**src/rtl/field_double_n.sv**
```systemverilog
// Modular doubling engine: c = a * 2^n mod `F_Q via n iterated doublings.
// Optional FIELD_DOUBLE_REDUCE_INPUT_EN adds an input-reduction cycle so any a < 2^`F_NBITS is legal.
`ifndef F_NBITS
`define F_NBITS 16
`endif
`ifndef F_Q
`define F_Q 65521
`endif

module field_double_n #(
    parameter int NSHIFT_BITS = 6
) (
    input  logic                   clk,
    input  logic                   rstb,
    input  logic                   en,
    input  logic [`F_NBITS-1:0]    a,
    input  logic [NSHIFT_BITS-1:0] n,
    output logic                   ready_pulse,
    output logic                   ready,
    output logic [`F_NBITS-1:0]    c
);

    localparam int W = `F_NBITS;
    localparam logic [W:0] Q_EXT = (W+1)'(`F_Q);
    localparam logic [NSHIFT_BITS-1:0] CNT_ONE = NSHIFT_BITS'(1);

    typedef enum logic [1:0] {
        S_IDLE,
        S_REDUCE,
        S_SHIFT
    } state_t;

    state_t                 r_state;
    logic [W-1:0]           r_acc;
    logic [NSHIFT_BITS-1:0] r_cnt;

    // One extra bit holds the doubled value so the compare never overflows for x < Q.
    function automatic logic [W-1:0] dbl(input logic [W-1:0] x);
        logic [W:0] t;
        t = {x, 1'b0};
        if (t >= Q_EXT)
            t = t - Q_EXT;
        return t[W-1:0];
    endfunction

`ifdef FIELD_DOUBLE_REDUCE_INPUT_EN
    function automatic logic [W-1:0] reduce_once(input logic [W-1:0] x);
        logic [W:0] t;
        t = {1'b0, x};
        if (t >= Q_EXT)
            t = t - Q_EXT;
        return t[W-1:0];
    endfunction
`endif

    // The DONE step is folded into the final SHIFT edge, where c is published.
    always_ff @(posedge clk or negedge rstb) begin
        if (!rstb) begin
            r_state     <= S_IDLE;
            r_acc       <= '0;
            r_cnt       <= '0;
            c           <= '0;
            ready       <= 1'b1;
            ready_pulse <= 1'b0;
        end else begin
            ready_pulse <= 1'b0;
            case (r_state)
                S_IDLE: begin
                    if (en) begin
                        r_acc <= a;
                        r_cnt <= n;
                        ready <= 1'b0;
`ifdef FIELD_DOUBLE_REDUCE_INPUT_EN
                        r_state <= S_REDUCE;
`else
                        r_state <= S_SHIFT;
`endif
                    end
                end
                S_REDUCE: begin
`ifdef FIELD_DOUBLE_REDUCE_INPUT_EN
                    r_acc <= reduce_once(r_acc);
`endif
                    r_state <= S_SHIFT;
                end
                S_SHIFT: begin
                    if (r_cnt != '0) begin
                        r_acc <= dbl(r_acc);
                        r_cnt <= r_cnt - CNT_ONE;
                    end else begin
                        c           <= r_acc;
                        ready       <= 1'b1;
                        ready_pulse <= 1'b1;
                        r_state     <= S_IDLE;
                    end
                end
                default: begin
                    r_state <= S_IDLE;
                    ready   <= 1'b1;
                end
            endcase
        end
    end

endmodule
```
**config.mk**
```make
export PLATFORM = sky130hd
export DESIGN_NAME = field_double_n
export DESIGN_NICKNAME = d
export VERILOG_FILES = /design/src/rtl/field_double_n.sv
export SDC_FILE = /design/constraint.sdc
export NUM_CORES = 1
export LEC_CHECK = 0
export BUFFER_PORTS_ARGS = -buffer_cell sky130_fd_sc_hd__buf_2
export CORE_MARGIN = 2
export CORE_UTILIZATION = 44
export DETAILED_ROUTE_END_ITERATION = 16
export HOLD_SLACK_MARGIN = 0.08
export PLACE_DENSITY_LB_ADDON = 0.12
export SLEW_MARGIN = 10
export SYNTH_ARGS = -nofsm -noshare
export SYNTH_HDL_FRONTEND = slang
export SYNTH_SLANG_ARGS = --single-unit
```
**constraint.sdc**
```tcl
create_clock -name clk -period 3.5 [get_ports clk]
set_input_delay 0.7 -clock clk [delete_from_list [all_inputs] [get_ports clk]]
set_output_delay 0.7 -clock clk [all_outputs]
set_load 0.005 [all_outputs]
```
== Yosys cells after proc, flatten, opt, wreduce, memory -nomap -nowiden ==
Cells that the tools add are included.

* Output and inout port bits: 18
* Word-level logic and storage cells: 38
* Register bits: 42
* Input bits: 25

* Reduce and logical (&&, ||, !) cells: 7
* Bitwise logic cells: 2
* Equality and inequality tests: 5
* Multiplexer cells: 15
* Add/sub/neg operators: 2
* $lt $le $gt $ge: 1

{| class="wikitable"
|+ Operators with widths
! operator !! count
|-
| $mux 16 || 3
|-
| $pmux 16 s2 || 1
|-
| $ge 17x16->1 const B || 1
|-
| $sub 16x16->16 const B || 1
|-
| $mux 6 || 2
|-
| $pmux 6 s2 || 1
|-
| $ne 2x2->1 const B || 3
|-
| $pmux 2 s3 || 1
|-
| $reduce_and 3->1 || 2
|-
| $reduce_bool 6->1 || 1
|-
| $sub 6x1->6 const B || 1
|-
| $mux 1 || 4
|-
| $mux 2 || 2
|-
| $reduce_and 2->1 || 2
|-
| $pmux 1 s3 || 1
|-
| $eq 2x1->1 const B || 1
|-
| $eq 2x2->1 const B || 1
|-
| $logic_not 2->1 || 1
|-
| $not 1->1 || 2
|-
| $reduce_bool 2->1 || 1
|}

== Longest topological paths before layout ==
Gate-level depths: netlist of the first run.

* Word-level depth: 4
* Mapped depth: 8
* Gate-level depth less buffers: 7

== Least setup slack after synthesis of the first run ==
Ideal clock, no wire load.

* Kind: input to register
* Start: input en
* End: register r_acc[15]
* Setup slack: 1.755 ns
* Stages: 6
* Arrival: 1.667 ns
* Setup time: 0.078 ns
* Buffers on the path: 2
* Required time: 3.422 ns
* Cell sequence: buf_2 o21ai_0 clkbuf_1 inv_1 o21ai_0 o2bb2ai_1

* Longest elaborated chain between the ends: 2

{| class="wikitable"
|+ RTL lines
! item !! line !! RTL
|-
| from (decl) || 15 || <nowiki>input logic en,</nowiki>
|-
| $ne 2x2->1 (no source line) || -- ||
|-
| $reduce_and 3->1 (no source line) || -- ||
|-
| to (signal assigned) || 88 || <nowiki>r_acc <= dbl(r_acc);</nowiki>
|-
| to (decl) || 34 || <nowiki>logic [W-1:0] r_acc;</nowiki>
|}

Every way passes these cells.
A chain may end at the register's enable or synchronous reset.

== Worst setup path in the final report of the first run ==
* Start: register r_cnt[0]
* End: register r_acc[15]

* Longest elaborated chain between the ends: 3

{| class="wikitable"
|+ RTL lines
! item !! line !! RTL
|-
| from (decl) || 35 || <nowiki>logic [NSHIFT_BITS-1:0] r_cnt;</nowiki>
|-
| from (signal assigned) || 71 || <nowiki>r_cnt <= n;</nowiki>
|-
| from (signal assigned) || 89 || <nowiki>r_cnt <= r_cnt - CNT_ONE;</nowiki>
|-
| $reduce_bool 6->1 || 87 || <nowiki>if (r_cnt != '0) begin</nowiki>
|-
| $ne 2x2->1 (no source line) || -- ||
|-
| $reduce_and 3->1 (no source line) || -- ||
|}

Every way passes these cells.

==> impl_results.md, run 1 <==
* Outcome: finished clean
* Switch share at 40.7%
* Setup_tns at 0 ns
* Critical Path End Type: flop
* Drt first-iter violations at 76
* RePlAce Congestion at 0.754
* Nets at 297
* Fin crit period at 2.19 ns
* Die Area at 5340 sq um
* Detailed Route WL at 4.65 mm
* R2R setup slack at 1.31 ns
* Post-Synthesis Cells at 227
* Post-DP HPWL at 3.18 mm
* Die Y at 73.1 microns
* Post-DP Area at 2360 sq um
* Max cap viols at 0
* Ports at 43
* Max Slew Vio Count at 0
* Residual DRC at 0
* Cell at the root of the clock tree: clkbuf_8
* Clock slew at reported path FFs at 0.08 ns
* NetSw at 0.000843 W
* Pleak at 1.18 nW
* First-pass GRT wire length at 7.78 mm
* GR Overflow Total at 0
* H-tree Lvls at 2
* Antenna fix cells at 0
* Seq pwr share at 45.1%
* Largest net degree at the start of global routing at 42
* Post_cts resized at 0
* Share of cells above drive strength 1 at 22.2%
* Initial Util at 45.0%
* Via-to-Cell Ratio at 5.27
* Cell Chain, Critical Path: inv_1 -> ha_1 -> nand4_1 -> buf_4 -> o21ai_1 -> buf_4 -> inv_1 -> o21ai_0 -> o2bb2ai_1
* RSZ-0062 raised after global routing: false
* Vias post-DR at 1,707
* Ratio of final minimum period to clock period at 62.6%
* Final ANT Viol Nets at 0
* Die width at 73.1 microns
* Slew @ Worst Pin at 0.937 ns
* Slew HR at 37.5%
* Post-CTS Setup Inserts at 0
* Crit path DAT at 2.41 ns
* Min-Delay Path Class: reg2reg
* Tot GR Track Use at 18.8%
* Area share of the leading cell type in the synthesized netlist at 47.7%
* Hold Vio Cnt, Final at 0
* Commonest non-fill, non-tap cell in the layout: nand2_1
* Setup CP Type: reg2reg
* FILL cells at 463
* Cts hold-fix bufs at 0
* Final Cell Area at 2440 sq um
* CP peak stage delay at 0.42 ns
* Cell row count at 25
* Comb power frac at 40.2%
* Crit Path Max Fanout at 21
* Max Buffers Root-to-Sink at 2
* Syn_nets at 255
* Number of buffers created by CTS at 5
* Final Skew at 0.00459 ns
* P&R area growth vs syn at 16.4%
* Mapped cell area at 2100 sq um
* Setup violations, final at 0
* TritonRoute pass-1 iters at 4
* Synth area leader: dfrtp_1
* Antenna violations before repair at 0
* Worst skew pair latency at 0.29 ns
* Seq. cell area at 1030 sq um
* Synth Area per Inst at 9.24 sq um
* CTS tree: built
* Peak VDD IR at 0.350 mV
* Seq cells post-synth at 41
* PwrDens at 849 nW/um^2
* Slowest-stage cell, CP: nand4_1
* Clock Power Share at 14.6%
* CP Launch Type: flop
* P_int at 0.00123 W
* Synthesis Warnings at 0
* Number of port buffers at 42
* Core footprint at 4660 sq um
* Vias in the first global route at 1,621
* Data required, critical path at 3.72 ns
* Ranking of synthesized cells by area: dfrtp_1 48%, nand2_1 9.8%, xnor2_1 3.8%
* Post-synth cell types at 35
* Sequential fraction of the synthesis area at 49.0%
* Commonest cells after routing, fill and taps aside: 55 x nand2_1, 42 x buf_2, 40 x dfrtp_1, 15 x nor2_1, 11 x o21ai_0
* DR WL/cell at 14.3 microns
* Area of the multi-input gates at 997 sq um
* Clock sink count at 41
* Max Fclk at 457 MHz
## registers in the layout, indices dropped and copies added, names as in the netlist
register and count:
r_acc 16, r_state 1, ready_pulse 1, r_cnt 6, c 16, ready 1
## synth_stat cells
master	number
a2111oi_4	1
a21o_2	1
a21oi_1	8
a21oi_2	1
a221o_1	1
a22oi_1	10
a31oi_1	1
and3b_1	1
buf_2	2
clkbuf_1	9
dfrtp_1	40
dfstp_2	1
ha_1	3
inv_1	8
mux2i_1	7
nand2_1	55
nand2b_1	1
nand3_1	6
nand3_2	1
nand4_1	2
nand4_4	1
nor2_1	15
nor2b_1	2
nor3_1	4
nor3_2	1
nor3_4	1
nor3b_1	1
o21ai_0	12
o21ai_1	8
o221ai_1	1
o22ai_1	4
o2bb2ai_1	1
o31ai_2	1
xnor2_1	9
xor2_1	7
## logic make-up after synthesis
kind of cell	share of synthesized area, %
buffers and inverters	3.52
adders and majority gates	1.79
muxes	3.34
and+or+nand+nor	19.9
AOI/OAI and AO/OA	15.8
DFF	49.0
xor gates and xnor gates	6.68
## stage by stage
stage / total power [W] / std cells / util [%] / hold WS [ns] / setup slack (ns)
after floorplan: 0.00151 / 227 / - / 0.404 / 1.76
after global placement: 0.00177 / 316 / 50.7 / 0.454 / 1.30
after detailed placement: 0.00179 / 316 / 50.7 / 0.458 / 1.29
after CTS: 0.00210 / 324 / 52.4 / 0.478 / 1.26
after global routing: 0.00227 / 324 / 52.4 / 0.501 / 1.10
final: 0.00207 / 324 / 52.4 / 0.472 / 1.31
## critical path, delay by kind of cell (launching register included)
kind	cells	cell delay, ns
simple gates	1	0.42
buf+inv	4	0.84
compound gates	3	0.28
fa+ha+maj	1	0.17
flops	1	0.40
## area by class of cell
class | count | area share, %
Inverter | 8 | 1.23
Multi-Input combinational cell | 167 | 40.8
Clock buffer | 8 | 3.28
Tap cell | 54 | 2.77
Timing Repair Buffer | 46 | 9.84
Sequential cell | 41 | 42.1
## power groups by stage
| stage | logic (W) | registers [W] | clock network [W] |
|---|---|---|---|
| floorplan | 0.000617 | 0.000897 | 0 |
| global placement | 0.000827 | 0.000945 | 0 |
| detailed placement | 0.000849 | 0.000944 | 0 |
| CTS | 0.000849 | 0.000937 | 0.000312 |
| global route | 0.000964 | 0.000971 | 0.000331 |
| finish | 0.000835 | 0.000936 | 0.000304 |
## per-layer routing
| layer | vias to the layer above | GRT usage (%) | part of all wire, % |
|---|---|---|---|
| met2 | 41 | 28.7 | 47 |
| met1 | 811 | 26.4 | 48 |
| li1 | 851 | - | - |
| met4 | 0 | 4.94 | 0.54 |
| met3 | 4 | 4.83 | 4.4 |
| met5 | - | 0 | 0 |
## final timing paths
| path | from | to | cells past startpoint |
|---|---|---|---|
| max | r_cnt[0]$_DFFE_PN0P_ | r_acc[15]$_DFFE_PN0P_ | 9 |
| min | c[15]$_DFFE_PN0P_ | c[15]$_DFFE_PN0P_ | 2 |
| max reg2reg | r_cnt[0]$_DFFE_PN0P_ | r_acc[15]$_DFFE_PN0P_ | 9 |
| min reg2reg | c[15]$_DFFE_PN0P_ | c[15]$_DFFE_PN0P_ | 2 |
| max in group asynchronous | rstb | r_acc[5]$_DFFE_PN0P_ | 1 |
| min in group asynchronous | rstb | c[0]$_DFFE_PN0P_ | 1 |
(Power assumes the default switching activity.)
==> run 2, diff against run 1 <==
==> constraint.sdc (replaced) <==
create_clock -name clk -period 2 [get_ports clk]
set_input_delay 0.4 -clock clk [delete_from_list [all_inputs] [get_ports clk]]
set_output_delay 0.4 -clock clk [all_outputs]
set_load 0.005 [all_outputs]
==> run 2 against run 1 <==
Against the previous run:
- fmax grew 24%
- cell area increased by 3.4%
- hold slack lost 0.14 ns
- clock skew up 0.0031 ns
- critical path type unchanged
- largest power group unchanged
==> impl_results.md, run 2 (synthesis results as in run 1) <==
* Final Cell Area at 2520 sq um
* Critical Path End Type: flop
* P&R area growth vs syn at 20.3%
* FILL cells at 460
* RePlAce Congestion at 0.767
* RSZ-0062 raised after global routing: false
* Antenna violations before repair at 0
* Data required, critical path at 2.17 ns
* Crit Path Max Fanout at 7
* Post-DP HPWL at 3.37 mm
* Setup CP Type: reg2reg
* R2R setup slack at 0.24 ns
* Crit path DAT at 1.94 ns
* Max Fclk at 567 MHz
* Antenna fix cells at 0
* Setup_tns at 0 ns
* Post-DP Area at 2430 sq um
* Number of buffers created by CTS at 5
* Cell Chain, Critical Path: inv_1 -> ha_1 -> a21oi_1 -> a21oi_2 -> nor2_1 -> xnor2_1 -> o21ai_1
* Detailed Route WL at 4.69 mm
* WHS Endpoint: r_acc[8]$_DFFE_PN0P_
* TritonRoute pass-1 iters at 4
* Ports at 43
* H-tree Lvls at 2
* Number of port buffers at 42
* Regs by FF count: c x16, r_acc x16, r_cnt x6
* Hold_sp: a[8]
* Hold Vio Cnt, Final at 0
* CP bufs+invs at 1
* Slowest-stage cell, CP: dfrtp_1
* Worst skew pair latency at 0.30 ns
* Largest delay share family, worst path: compound AO/OA/AOI/OAI gates
* Place WS at 0.234 ns
* Nets at 306
* Cell at the root of the clock tree: clkbuf_8
* CP Launch Type: flop
* First-pass GRT wire length at 8.04 mm
* Tot GR Track Use at 19.7%
* Initial Util at 45.0%
* Peak VDD IR at 0.616 mV
* Die width at 73.1 microns
* Critical R2R Launch: r_acc[0]$_DFFE_PN0P_
* Drt first-iter violations at 108
* Outcome: finished clean
* Largest net degree at the start of global routing at 42
* Ratio of final minimum period to clock period at 88.2%
* Pleak at 1.23 nW
* Fin crit period at 1.76 ns
* Slew @ Worst Pin at 0.396 ns
* Die Y at 73.1 microns
* Clock sink count at 41
* Worst Slack Setup Final at 0.237 ns
* Max cap viols at 0
* Clock slew at reported path FFs at 0.08 ns
* Max Buffers Root-to-Sink at 2
* Die Area at 5340 sq um
* Share of cells above drive strength 1 at 24.4%
* DR WL/cell at 14.1 microns
* GR Overflow Total at 0
* Vias post-DR at 1,731
* Final Skew at 0.00774 ns
* Cell count of the worst reg-to-reg path at 7
* Final ANT Viol Nets at 0
* Min-Delay Path Class: in2reg
* CP peak stage delay at 0.41 ns
* Max Slew Vio Count at 0
* Commonest cells after routing, fill and taps aside: 55 x nand2_1, 42 x buf_2, 40 x dfrtp_1, 15 x nor2_1
* Vias in the first global route at 1,708
* Cell row count at 25
* Final Total Pwr at 0.00370 W
* Via-to-Cell Ratio at 5.20
* Commonest non-fill, non-tap cell in the layout: nand2_1
* Residual DRC at 0
* Slew HR at 73.6%
* Hold Path Cell Cnt at 3
* CTS tree: built
* Core footprint at 4660 sq um
* Reg2reg end: r_acc[4]$_DFFE_PN0P_
* Post-CTS Setup Inserts at 0
* Setup violations, final at 0
* PwrDens at 1470 nW/um^2
* Post_cts resized at 0
-- run 2: cell type report --
type                       instances  area (sq um)  area share, %
sequential                        41          1030           40.7
multi-input combinational        167           997           39.5
timing repair buffer              55           323           12.8
clock buffer                       8          80.1           3.17
tap                               54          67.6           2.68
inverter                           8          30.0           1.19
-- run 2: metrics by stage --
stage                     cells  utilization (%)  hold WS (ns)
after global placement      324             52.2         0.392
after detailed placement    324             52.2         0.394
final                       333             54.2         0.328
after global routing        333             54.2         0.336
after floorplan             227                -         0.104
after CTS                   332             54.0        0.0814
-- run 2: tightest hold or removal path, stage by stage --
cell	delay, ns
buf_2	0.07
a22oi_1	0.05
o21ai_1	0.06
-- run 2: per-layer routing --
| metal | routed length (microns) | up-vias | track usage, % |
|---|---|---|---|
| met3 | 254 | 6 | 5.11 |
| li1 | - | 877 | - |
| met1 | 2310 | 799 | 27.6 |
| met4 | 42 | 0 | 4.94 |
| met2 | 2090 | 49 | 30.4 |
| met5 | 0 | - | 0 |
-- run 2: power by group --
group | switching [W] | internal [W]
Clock | 0.000271 | 0.000248
Combinational | 0.000811 | 0.000724
Sequential | 0.000415 | 0.00124
Total | 0.00150 | 0.00221
-- run 2: timing repair --
item,4_1_cts,5_1_grt
hold buffers,0,1
setup endpoints to repair,0,0
hold endpoints to repair,0,1
-- run 2: worst max-delay path by stage --
stage                              start                    end  slack, ns  cells past startpoint
floorplan           r_acc[0]$_DFFE_PN0P_  r_acc[13]$_DFFE_PN0P_       0.42                      6
global placement    r_acc[6]$_DFFE_PN0P_  r_acc[14]$_DFFE_PN0P_       0.29                      6
detailed placement  r_acc[0]$_DFFE_PN0P_   r_acc[4]$_DFFE_PN0P_       0.23                      7
CTS                 r_acc[0]$_DFFE_PN0P_   r_acc[4]$_DFFE_PN0P_       0.22                      7
global route        r_acc[0]$_DFFE_PN0P_   r_acc[4]$_DFFE_PN0P_       0.04                      7
finish              r_acc[0]$_DFFE_PN0P_   r_acc[4]$_DFFE_PN0P_       0.24                      7
